===== src/rtl/demux8to16_packer_pkg.sv =====
// Shared types and defaults for the byte-to-halfword packer.
package demux8to16_packer_pkg;

    localparam int unsigned BYTE_W = 8;

    // 2'b11 is unused and recovers to EMPTY.
    typedef enum logic [1:0] {
        EMPTY = 2'b00,
        HALF  = 2'b01,
        FULL  = 2'b10
    } state_t;

endpackage


===== src/rtl/demux8to16_packer_if.sv =====
// Byte-in / word-out handshake bundle for the packer.
interface demux8to16_packer_if
    import demux8to16_packer_pkg::*;
#(
    parameter int unsigned W = BYTE_W
) ();

    logic [W-1:0] in_data;
    logic         in_valid;
    logic         in_ready;
    logic         clear;
    logic [W-1:0] out_a;
    logic [W-1:0] out_b;
    logic         out_valid;
    logic         out_ready;
    logic         slot;

    // Environment side: produces bytes, consumes words.
    modport master (
        output in_data, in_valid, clear, out_ready,
        input  in_ready, out_a, out_b, out_valid, slot
    );

    // Packer side.
    modport slave (
        input  in_data, in_valid, clear, out_ready,
        output in_ready, out_a, out_b, out_valid, slot
    );

endinterface


===== src/rtl/demux8to16_packer_reg_en.sv =====
// W-bit register with synchronous active-low reset and load enable.
module demux8to16_packer_reg_en #(
    parameter int unsigned W = 8
) (
    input  logic         clk,
    input  logic         rst_n,
    input  logic         en,
    input  logic [W-1:0] d,
    output logic [W-1:0] q
);

    always_ff @(posedge clk) begin
        if (!rst_n) begin
            q <= '0;
        end else if (en) begin
            q <= d;
        end
    end

endmodule


===== src/rtl/demux8to16_packer.sv =====
// Packs alternate bytes of a valid/ready stream into {b,a} words.
module demux8to16_packer
    import demux8to16_packer_pkg::*;
#(
    parameter int unsigned W = BYTE_W
) (
    input  logic                clk,
    input  logic                rst_n,
    demux8to16_packer_if.slave  bus
);

    state_t state_q;
    state_t state_d;
    logic   load_a;
    logic   load_b;
    logic   in_xfer;

    // in_ready follows out_ready in FULL so a word boundary costs no bubble.
    always_comb begin
        bus.in_ready = 1'b0;
        case (state_q)
            EMPTY:   bus.in_ready = 1'b1;
            HALF:    bus.in_ready = 1'b1;
            FULL:    bus.in_ready = bus.out_ready;
            default: bus.in_ready = 1'b0;
        endcase
        if (bus.clear) begin
            bus.in_ready = 1'b0;
        end
    end

    assign in_xfer = bus.in_valid && bus.in_ready;

    always_ff @(posedge clk) begin
        if (!rst_n) begin
            state_q <= EMPTY;
        end else begin
            state_q <= state_d;
        end
    end

    always_comb begin
        state_d = state_q;
        load_a  = 1'b0;
        load_b  = 1'b0;
        case (state_q)
            EMPTY: begin
                if (in_xfer) begin
                    load_a  = 1'b1;
                    state_d = HALF;
                end
            end
            HALF: begin
                if (in_xfer) begin
                    load_b  = 1'b1;
                    state_d = FULL;
                end
            end
            FULL: begin
                if (bus.out_ready) begin
                    if (in_xfer) begin
                        load_a  = 1'b1;
                        state_d = HALF;
                    end else begin
                        state_d = EMPTY;
                    end
                end
            end
            default: state_d = EMPTY;
        endcase
        // clear wins over any handshake; in_ready is already low here.
        if (bus.clear) begin
            load_a  = 1'b0;
            load_b  = 1'b0;
            state_d = EMPTY;
        end
    end

    assign bus.out_valid = (state_q == FULL);
    assign bus.slot      = (state_q == HALF);

    demux8to16_packer_reg_en #(.W(W)) u_reg_a (
        .clk   (clk),
        .rst_n (rst_n),
        .en    (load_a),
        .d     (bus.in_data),
        .q     (bus.out_a)
    );

    demux8to16_packer_reg_en #(.W(W)) u_reg_b (
        .clk   (clk),
        .rst_n (rst_n),
        .en    (load_b),
        .d     (bus.in_data),
        .q     (bus.out_b)
    );

endmodule


===== src/flat_wrapper.sv =====
// flat-port wrapper written by rule: the top's interface ports become plain ports
module demux8to16_packer_flat import demux8to16_packer_pkg::*;
#(
    parameter int unsigned W = BYTE_W
)
  (clk, rst_n, bus_in_data, bus_in_valid, bus_clear, bus_out_ready, bus_in_ready, bus_out_a, bus_out_b, bus_out_valid, bus_slot);
  demux8to16_packer_if #(.W(W)) bus_i ();
  input  logic clk;
  input  logic rst_n;
  input wire logic [$bits(bus_i.in_data)-1:0] bus_in_data;
  input wire logic [$bits(bus_i.in_valid)-1:0] bus_in_valid;
  input wire logic [$bits(bus_i.clear)-1:0] bus_clear;
  input wire logic [$bits(bus_i.out_ready)-1:0] bus_out_ready;
  output wire logic [$bits(bus_i.in_ready)-1:0] bus_in_ready;
  output wire logic [$bits(bus_i.out_a)-1:0] bus_out_a;
  output wire logic [$bits(bus_i.out_b)-1:0] bus_out_b;
  output wire logic [$bits(bus_i.out_valid)-1:0] bus_out_valid;
  output wire logic [$bits(bus_i.slot)-1:0] bus_slot;
  assign bus_i.in_data = bus_in_data;
  assign bus_i.in_valid = bus_in_valid;
  assign bus_i.clear = bus_clear;
  assign bus_i.out_ready = bus_out_ready;
  assign bus_in_ready = bus_i.in_ready;
  assign bus_out_a = bus_i.out_a;
  assign bus_out_b = bus_i.out_b;
  assign bus_out_valid = bus_i.out_valid;
  assign bus_slot = bus_i.slot;
  demux8to16_packer #(.W(W)) u_core (.clk(clk), .rst_n(rst_n), .bus(bus_i));
endmodule

===== config.mk =====
export PLATFORM = sky130hd
export DESIGN_NAME = demux8to16_packer_flat
export DESIGN_NICKNAME = d
export VERILOG_FILES = /design/src/rtl/demux8to16_packer_pkg.sv /design/src/rtl/demux8to16_packer_if.sv /design/src/rtl/demux8to16_packer_reg_en.sv /design/src/rtl/demux8to16_packer.sv /design/src/flat_wrapper.sv
export SDC_FILE = /design/constraint.sdc
export NUM_CORES = 1
export LEC_CHECK = 0
export BUFFER_PORTS_ARGS = -buffer_cell sky130_fd_sc_hd__buf_2
export CAP_MARGIN = 20
export CORE_MARGIN = 2
export CORE_UTILIZATION = 45
export CTS_CLUSTER_SIZE = 20
export DETAILED_ROUTE_END_ITERATION = 7
export GPL_ROUTABILITY_DRIVEN = 0
export PLACE_DENSITY = 0.76
export REMOVE_ABC_BUFFERS = 1
export SETUP_SLACK_MARGIN = 0.2
export SYNTH_ARGS = -nofsm -noshare
export SYNTH_HDL_FRONTEND = slang
export SYNTH_SLANG_ARGS = --single-unit

===== constraint.sdc =====
create_clock -name clk -period 2 [get_ports clk]
set_clock_uncertainty 0.1 [all_clocks]
set_input_delay 0.4 -clock clk [delete_from_list [all_inputs] [get_ports clk]]
set_output_delay 0.4 -clock clk [all_outputs]
set_load 0.01 [all_outputs]

==> results of run 1 <==
cells in the final DEF, fill, tap and decap left out:
| master | n |
|---|---|
| buf_2 | 31 |
| dfxtp_1 | 18 |
| nand2_1 | 16 |
| mux2i_1 | 16 |
| nor2b_1 | 10 |
| clkbuf_4 | 3 |
| buf_4 | 3 |
| a21oi_1 | 2 |
| inv_2 | 2 |
| nand2b_1 | 1 |
| a2111oi_4 | 1 |
| xnor2_1 | 1 |
| o22ai_1 | 1 |
| and3b_1 | 1 |
| nor4bb_2 | 1 |
| nor3b_1 | 1 |
path summary, 6_finish.rpt:
kind                                       endpoint  slack (ns)  cells after the start
worst max-delay path                   bus_in_ready        0.36                      3
worst min-delay path            u_core.u_reg_a.q[0]        0.27                      3
worst max register to register  u_core.u_reg_b.q[3]        0.53                      4
worst min register to register  u_core.u_reg_a.q[0]        0.36                      2
cell type report:
cell class                 instances  area [µm²]
multi-input combinational         51         374
timing repair buffer              34         178
clock buffer                       3        22.5
sequential                        18         360
fill                             141         597
tap                               16        20.0
inverter                           2        7.51
per-stage QoR:
stage | hold WS, ns | instance area, µm² | total power [mW] | instances | util
after global routing | 0.267 | 962 | 0.669 | 124 | 0.617
after CTS | 0.266 | 962 | 0.645 | 124 | 0.617
after global placement | 0.339 | 940 | 0.474 | 121 | 0.603
final | 0.273 | 962 | 0.639 | 124 | 0.617
after detailed placement | 0.348 | 940 | 0.477 | 121 | 0.603
after floorplan | 0.376 | 742 | 0.432 | 71 | -
per-layer routing:
metal	routed length, µm	up-vias	track usage	part of all wire
met1	687	274	0.212	0.46
met5	0	-	0	0
met2	694	24	0.239	0.47
met4	0	0	0.0647	0
met3	97	0	0.0437	0.066
li1	-	317	-	-
sequential cells by signal, indices dropped and copies added, names as in the netlist:
signal	count
u_core.state_q	2
u_core.u_reg_a.q	8
u_core.u_reg_b.q	8
power by group:
group / switching, mW / total, mW / internal, mW
registers: 0.00784 / 0.379 / 0.371
clock network: 0.102 / 0.172 / 0.0698
logic: 0.0449 / 0.0890 / 0.0442
total: 0.155 / 0.639 / 0.485
kinds of logic (layout without fill, tap and decap cells):
group / Yosys count / count (layout) / share of synthesized area
AO/OA/AOI/OAI: 4 / 4 / 0.0566
multiplexers: 16 / 16 / 0.207
AND/OR/NAND/NOR: 30 / 30 / 0.209
flip-flops: 18 / 18 / 0.466
buffers and inverters: 6 / 39 / 0.0502
XOR/XNOR: 1 / 1 / 0.0113
worst max-delay path: cells and delay by family (launching register included):
family / cells / cell delay [ns]
AO/OA/AOI/OAI: 1 / 0.06
flip-flops: 1 / 0.48
buffers and inverters: 1 / 0.15
AND/OR/NAND/NOR: 1 / 0.17
==> results.py, run 1 <==
metrics = {
    "run_status": {
        "status": "complete, no violations",
    },
    "synth": {
        "synth_edf_count": 0,
        "synth_common_cells": "dfxtp_1, mux2i_1, nand2_1",
        "yosysTopAreaCell": "dfxtp_1",
        "synth_most_common_cell": "dfxtp_1",
        "synthTopCellsByArea": "dfxtp_1, mux2i_1, nor2b_1",
        "netlist_area_um2": 773,
        "async_flop_share": 0,
        "synth_cell_type_count": 17,
        "avgSynthCellArea_um2": 10.3,
        "ys_ff_latch": 18,
        "synth_cells": 75,
        "ys.flop_type": "dfxtp_1",
        "ys_warn_count": 0,
        "synth_top_area_frac": 0.466,
        "ys_seq_area_frac": 0.466,
    },
    "worst_setup_path": {
        "max_stage_delay_ns": 0.48,
        "path_cells": "nand2b_1 -> a21oi_1 -> buf_2",
        "required_ns": 1.50,
        "crit_type": "reg -> out",
        "critPathLaunch": "u_core.state_q[0]",
        "endpoint_kind": "output pin",
        "cp-start-kind": "flip-flop",
        "r2r_start": "u_core.state_q[0]",
        "cpMaxStageDelayCell": "dfxtp_1",
        "crit_arrival_ns": 1.14,
        "path_max_fanout": 6,
    },
    "cells_and_area": {
        "drive_gt1_frac": 0.380,
        "nNetsFinal": 123,
        "antenna_cells": 0,
        "syn_to_final_growth_pct": 24.4,
    },
    "clock_network": {
        "postCtsHoldBufs": 0,
        "cts_resized": 0,
        "ctsHtreeMaxLevel": 1,
        "cts_tree": "built",
        "clock_sinks": 18,
        "clkTransAtPathRegs_ns": 0.10,
        "clockRootBuffer": "clkbuf_4",
        "numCtsBuffers": 3,
        "clock_latency_ns": 0.28,
        "clockBufferDepth": 2,
        "postCtsSetupBuffers": 0,
    },
    "floorplan": {
        "die_area_um2": 2070,
        "io_pins": 32,
        "core_area_um2": 1560,
        "die_x_um": 45.5,
        "initial_core_util": 0.496,
        "die_h_um": 45.5,
        "num_rows": 14,
    },
    "pwr": {
        "p_leak_nw": 0.437,
        "powerDensity_nw_per_um2": 665,
        "peakVddDrop_uv": 359,
    },
    "hold_path": {
        "hold_path.class": "in -> reg",
        "holdCritStartpoint": "bus_in_data[0]",
    },
    "drt": {
        "firstDrtPassIters": 2,
        "drcViolationCount": 0,
        "via_count": 615,
        "first_iter_violations": 4,
        "wl_per_cell_um": 11.9,
        "post_drt_via_cell_ratio": 4.96,
        "antenna_left": 0,
        "routed_wl_um": 1480,
    },
    "placement": {
        "io_buffers": 31,
        "dp_hpwl_um": 1150,
        "dpl_worst_slack_ns": 0.426,
    },
    "grt": {
        "grt_overflow": 0,
        "antenna_found_initial": 0,
        "grt_usage": 0.158,
        "grt_max_degree": 27,
        "first_global_vias": 575,
        "grt_pass1_wl_um": 2350,
    },
    "timing": {
        "period_share": 0.819,
        "worst_slack_ns": 0.363,
        "hold_viol": 0,
        "grt_setup_unrepaired": "false",
        "tightest_slew_ns": 0.390,
        "fin_setup_tns_ns": 0,
        "timing.fmax_mhz": 611,
        "period_minus_slack_ns": 1.64,
        "maxSlewViolCount": 0,
        "setup_viol": 0,
        "relSlewSlack": 0.740,
    },
    "flow_run": {
        "drv_cap": 0,
    },
}
(Power assumes the default switching activity.)
==> run 2: changes to the inputs <==
==> constraint.sdc (replaced) <==
create_clock -name clk -period 1.6 [get_ports clk]
set_clock_uncertainty 0.1 [all_clocks]
set_input_delay 0.32 -clock clk [delete_from_list [all_inputs] [get_ports clk]]
set_output_delay 0.32 -clock clk [all_outputs]
set_load 0.01 [all_outputs]
==> results.py, run 2 (same netlist as run 1, synthesis figures left out) <==
metrics = {
    "run_status": {
        "status": "complete, no violations",
    },
    "clock_network": {
        "cts_tree": "built",
        "clock_sinks": 18,
        "clkTransAtPathRegs_ns": 0.10,
        "numCtsBuffers": 3,
        "postCtsHoldBufs": 0,
        "clockRootBuffer": "clkbuf_4",
        "clockBufferDepth": 2,
        "clock_latency_ns": 0.28,
        "ctsHtreeMaxLevel": 1,
    },
    "grt": {
        "antenna_found_initial": 0,
        "first_global_vias": 573,
        "grt_pass1_wl_um": 2390,
        "grt_usage": 0.163,
        "grt_overflow": 0,
        "grt_max_degree": 27,
    },
    "timing": {
        "maxSlewViolCount": 0,
        "fin_setup_tns_ns": 0,
        "setup_viol": 0,
        "relSlewSlack": 0.743,
        "tightest_slew_ns": 0.385,
        "timing.fmax_mhz": 684,
        "period_minus_slack_ns": 1.46,
        "period_share": 0.914,
        "holdWs_ns": 0.180,
        "hold_viol": 0,
        "grt_setup_unrepaired": "true",
    },
    "floorplan": {
        "num_rows": 14,
        "die_h_um": 45.5,
        "die_x_um": 45.5,
        "io_pins": 32,
        "initial_core_util": 0.496,
        "core_area_um2": 1560,
        "die_area_um2": 2070,
    },
    "hold_path": {
        "hold_path.class": "in -> reg",
    },
    "cells_and_area": {
        "stdcell_count": 133,
        "drive_gt1_frac": 0.496,
        "syn_to_final_growth_pct": 41.6,
        "layout_common_cells": "buf_2, nand2_1, dfxtp_1",
        "largestRegisters": "u_core.u_reg_a.q: 8 flops, u_core.u_reg_b.q: 8 flops, u_core.state_q: 2 flops",
        "regArea_um2": 368,
        "antenna_cells": 0,
        "nNetsFinal": 131,
        "stdcell_area_um2": 1090,
        "multiInputGateArea_um2": 412,
        "nFillCells": 120,
        "mostFrequentLayoutCell": "buf_2",
    },
    "pwr": {
        "seqPwrFrac": 0.533,
        "p_leak_nw": 0.499,
        "clockPowerShare": 0.311,
        "power_frac_comb": 0.156,
        "peakVddDrop_uv": 545,
        "powerDensity_nw_per_um2": 805,
        "p_int_mw": 0.672,
        "p_sw_frac": 0.238,
        "p_sw_mw": 0.210,
    },
    "placement": {
        "placed_cells": 121,
        "dp_hpwl_um": 1020,
        "io_buffers": 31,
        "placed_area_um2": 940,
    },
    "worst_setup_path": {
        "cp-start-kind": "flip-flop",
        "crit_type": "reg -> out",
        "required_ns": 1.18,
        "endpoint_kind": "output pin",
        "crit_arrival_ns": 1.04,
        "path_max_fanout": 6,
    },
    "flow_run": {
        "drv_cap": 0,
    },
    "drt": {
        "first_iter_violations": 6,
        "routed_wl_um": 1680,
        "via_count": 649,
        "drcViolationCount": 0,
        "wl_per_cell_um": 12.6,
        "firstDrtPassIters": 4,
        "post_drt_via_cell_ratio": 4.88,
        "antenna_left": 0,
    },
}
[run 2: cell types whose count changed in the layout (fill, tap and decap cells not counted), moves of 2 or more]
cell     change
dfxtp_1      -2
buf_4        +6
buf_6        +3
a21oi_1      -2
a21oi_2      +2
nor2b_1      -2
dfxtp_4      +2
[run 2: repair_timing]
action	4_1_cts	5_1_grt
resized for setup	7	12
setup endpoints to repair	11	20
pin swaps	1	1
endpoints found under the hold margin	0	0
cloned	0	1
setup buffers	6	1
[run 2: final timing paths]
| kind | end | from | slack, ns | cells past startpoint |
|---|---|---|---|---|
| setup / recovery | bus_out_valid | u_core.state_q[1] | 0.14 | 2 |
| hold reg to reg | u_core.u_reg_a.q[0] | u_core.u_reg_a.q[0] | 0.36 | 2 |
| setup reg to reg | u_core.state_q[1] | u_core.state_q[1] | 0.19 | 7 |
| hold / removal | u_core.u_reg_a.q[7] | bus_in_data[7] | 0.18 | 3 |
[run 2: area by class of cell]
class                      count  area share
timing repair buffer          42       0.230
tap                           16      0.0183
multi-input combinational     51       0.376
sequential                    18       0.336
clock buffer                   4      0.0331
inverter                       2     0.00686
[run 2: layer usage]
layer | GRT usage | share of wire
met1 | 0.201 | 0.44
met2 | 0.279 | 0.51
met3 | 0.0357 | 0.049
met4 | 0.0529 | 0.0060
met5 | 0 | 0
[run 2: worst max-delay path: stages (launching register included)]
cell     delay (ns)
dfxtp_4        0.43
nor2b_2        0.18
buf_2          0.15
[run 2: per-stage QoR]
step	power (mW)	setup WS (ns)	utilization
after floorplan	0.540	-0.189	-
after global placement	0.593	0.172	0.603
after detailed placement	0.595	0.143	0.603
after CTS	0.878	0.149	0.669
after global routing	0.911	0.102	0.702
final	0.882	0.137	0.702
[run 2: power groups by stage]
stage	Sequential (mW)	Clock (mW)	Combinational (mW)
after floorplan	0.490	0	0.0499
after global placement	0.483	0	0.109
after detailed placement	0.483	0	0.112
after CTS	0.469	0.283	0.125
after global routing	0.472	0.290	0.150
final	0.470	0.274	0.138
==> run 3: changes to the inputs <==
--- a/config.mk
+++ b/config.mk
@@ -15,6 +15,7 @@
 export PLACE_DENSITY = 0.76
 export REMOVE_ABC_BUFFERS = 1
 export SETUP_SLACK_MARGIN = 0.2
+export SLEW_MARGIN = 15
 export SYNTH_ARGS = -nofsm -noshare
 export SYNTH_HDL_FRONTEND = slang
 export SYNTH_SLANG_ARGS = --single-unit
==> constraint.sdc (replaced) <==
create_clock -name clk -period 1.75 [get_ports clk]
set_clock_uncertainty 0.1 [all_clocks]
set_input_delay 0.35 -clock clk [delete_from_list [all_inputs] [get_ports clk]]
set_output_delay 0.35 -clock clk [all_outputs]
set_load 0.01 [all_outputs]
==> results.py, run 3 (same netlist as run 1, synthesis figures left out) <==
metrics = {
    "cells_and_area": {
        "nFillCells": 141,
        "largestRegisters": "u_core.u_reg_a.q: 8 flops, u_core.u_reg_b.q: 8 flops, u_core.state_q: 2 flops",
        "antenna_cells": 0,
        "stdcell_count": 125,
        "mostFrequentLayoutCell": "buf_2",
        "layout_common_cells": "buf_2, nand2_1, mux2i_1, dfxtp_1, nor2b_1",
        "drive_gt1_frac": 0.413,
        "syn_to_final_growth_pct": 27.0,
        "nNetsFinal": 124,
        "stdcell_area_um2": 982,
    },
    "pwr": {
        "powerDensity_nw_per_um2": 748,
        "p_sw_mw": 0.178,
        "fin_total_pwr_mw": 0.735,
        "peakVddDrop_uv": 410,
        "p_leak_nw": 0.446,
        "power_frac_comb": 0.147,
        "p_int_mw": 0.557,
        "p_sw_frac": 0.242,
        "seqPwrFrac": 0.587,
        "clockPowerShare": 0.266,
    },
    "timing": {
        "period_share": 0.848,
        "worst_slack_ns": 0.266,
        "maxSlewViolCount": 0,
        "relSlewSlack": 0.737,
        "hold_viol": 0,
        "period_minus_slack_ns": 1.48,
        "setup_viol": 0,
        "timing.fmax_mhz": 674,
        "tightest_slew_ns": 0.394,
        "holdWs_ns": 0.219,
        "grt_setup_unrepaired": "false",
    },
    "worst_setup_path": {
        "crit_arrival_ns": 1.03,
        "path_max_fanout": 5,
        "critical_path_buf_inv_count": 1,
        "crit_cells": 3,
        "r2r_cells": 5,
        "r2r_slack_ns": 0.31,
        "cpMaxStageDelayCell": "dfxtp_4",
        "cp-start-kind": "flip-flop",
        "required_ns": 1.30,
        "max_stage_delay_ns": 0.37,
        "endpoint_kind": "output pin",
        "path_cells": "nand2b_4 -> a21oi_1 -> buf_2",
        "crit_type": "reg -> out",
        "path_delay_family": "flip-flops",
    },
    "drt": {
        "routed_wl_um": 1490,
        "post_drt_via_cell_ratio": 4.96,
        "antenna_left": 0,
        "drcViolationCount": 0,
        "wl_per_cell_um": 11.9,
        "firstDrtPassIters": 2,
        "via_count": 620,
        "first_iter_violations": 3,
    },
    "floorplan": {
        "die_h_um": 45.5,
        "die_area_um2": 2070,
        "io_pins": 32,
        "num_rows": 14,
        "core_area_um2": 1560,
        "initial_core_util": 0.496,
        "die_x_um": 45.5,
    },
    "hold_path": {
        "hold_path.class": "in -> reg",
        "hold_depth": 2,
    },
    "clock_network": {
        "clock_sinks": 18,
        "clockRootBuffer": "clkbuf_4",
        "clock_latency_ns": 0.28,
        "cts_tree": "built",
        "numCtsBuffers": 3,
        "clkTransAtPathRegs_ns": 0.10,
        "ctsHtreeMaxLevel": 1,
        "postCtsHoldBufs": 0,
        "clockBufferDepth": 2,
    },
    "run_status": {
        "status": "complete, no violations",
    },
    "grt": {
        "grt_usage": 0.158,
        "first_global_vias": 575,
        "antenna_found_initial": 0,
        "grt_overflow": 0,
        "grt_max_degree": 27,
        "grt_pass1_wl_um": 2350,
    },
    "placement": {
        "dp_hpwl_um": 1150,
        "placed_cells": 121,
        "dpl_worst_slack_ns": 0.226,
        "placed_area_um2": 940,
        "io_buffers": 31,
    },
    "flow_run": {
        "drv_cap": 0,
    },
}
[run 3: cell count changes in the layout (fill, tap and decap cells not counted), moves of 2 or more]
cell	delta
buf_4	-5
buf_6	-3
a21oi_1	+2
a21oi_2	-2
nor2b_1	+2
[run 3: per-layer routing]
metal  track usage  wire [µm]  up-vias
met4        0.0647          0        0
li1              -          -      320
met2         0.239        709       24
met5             0          0        -
met1         0.212        682      276
met3        0.0437         97        0
[run 3: power by group through the flow]
stage / sequential [mW] / combinational, mW / clock (mW)
after global placement: 0.442 / 0.100 / 0
after floorplan: 0.448 / 0.0456 / 0
after global routing: 0.433 / 0.118 / 0.217
after detailed placement: 0.443 / 0.103 / 0
after CTS: 0.433 / 0.103 / 0.201
final: 0.431 / 0.108 / 0.196
[run 3: area by class of cell]
| cell class | instances | area, µm² | area share |
|---|---|---|---|
| Multi-Input combinational cell | 51 | 382 | 0.389 |
| Sequential cell | 18 | 365 | 0.372 |
| Timing Repair Buffer | 35 | 185 | 0.189 |
| Clock buffer | 3 | 22.5 | 0.0229 |
| Tap cell | 16 | 20.0 | 0.0204 |
| Inverter | 2 | 7.51 | 0.00764 |
[run 3: worst paths after layout]
check | to | start
worst max-delay path | bus_in_ready | u_core.state_q[0]
worst min-delay path | u_core.state_q[1] | bus_clear
worst max register to register | u_core.u_reg_b.q[3] | u_core.state_q[0]
worst min register to register | u_core.u_reg_a.q[0] | u_core.u_reg_a.q[0]
[run 3: metrics by stage]
| stage | setup TNS (ns) | util |
|---|---|---|
| after detailed placement | 0 | 0.603 |
| after floorplan | -0.309 | - |
| after global placement | 0 | 0.603 |
| final | 0 | 0.630 |
| after CTS | 0 | 0.619 |
| after global routing | 0 | 0.630 |
[run 3: timing repair]
action | in CTS | in global routing
pin swaps | 0 | 1
gates resized for setup | 2 | 2
buffers inserted | 0 | 1
endpoints found under the setup margin | 2 | 1
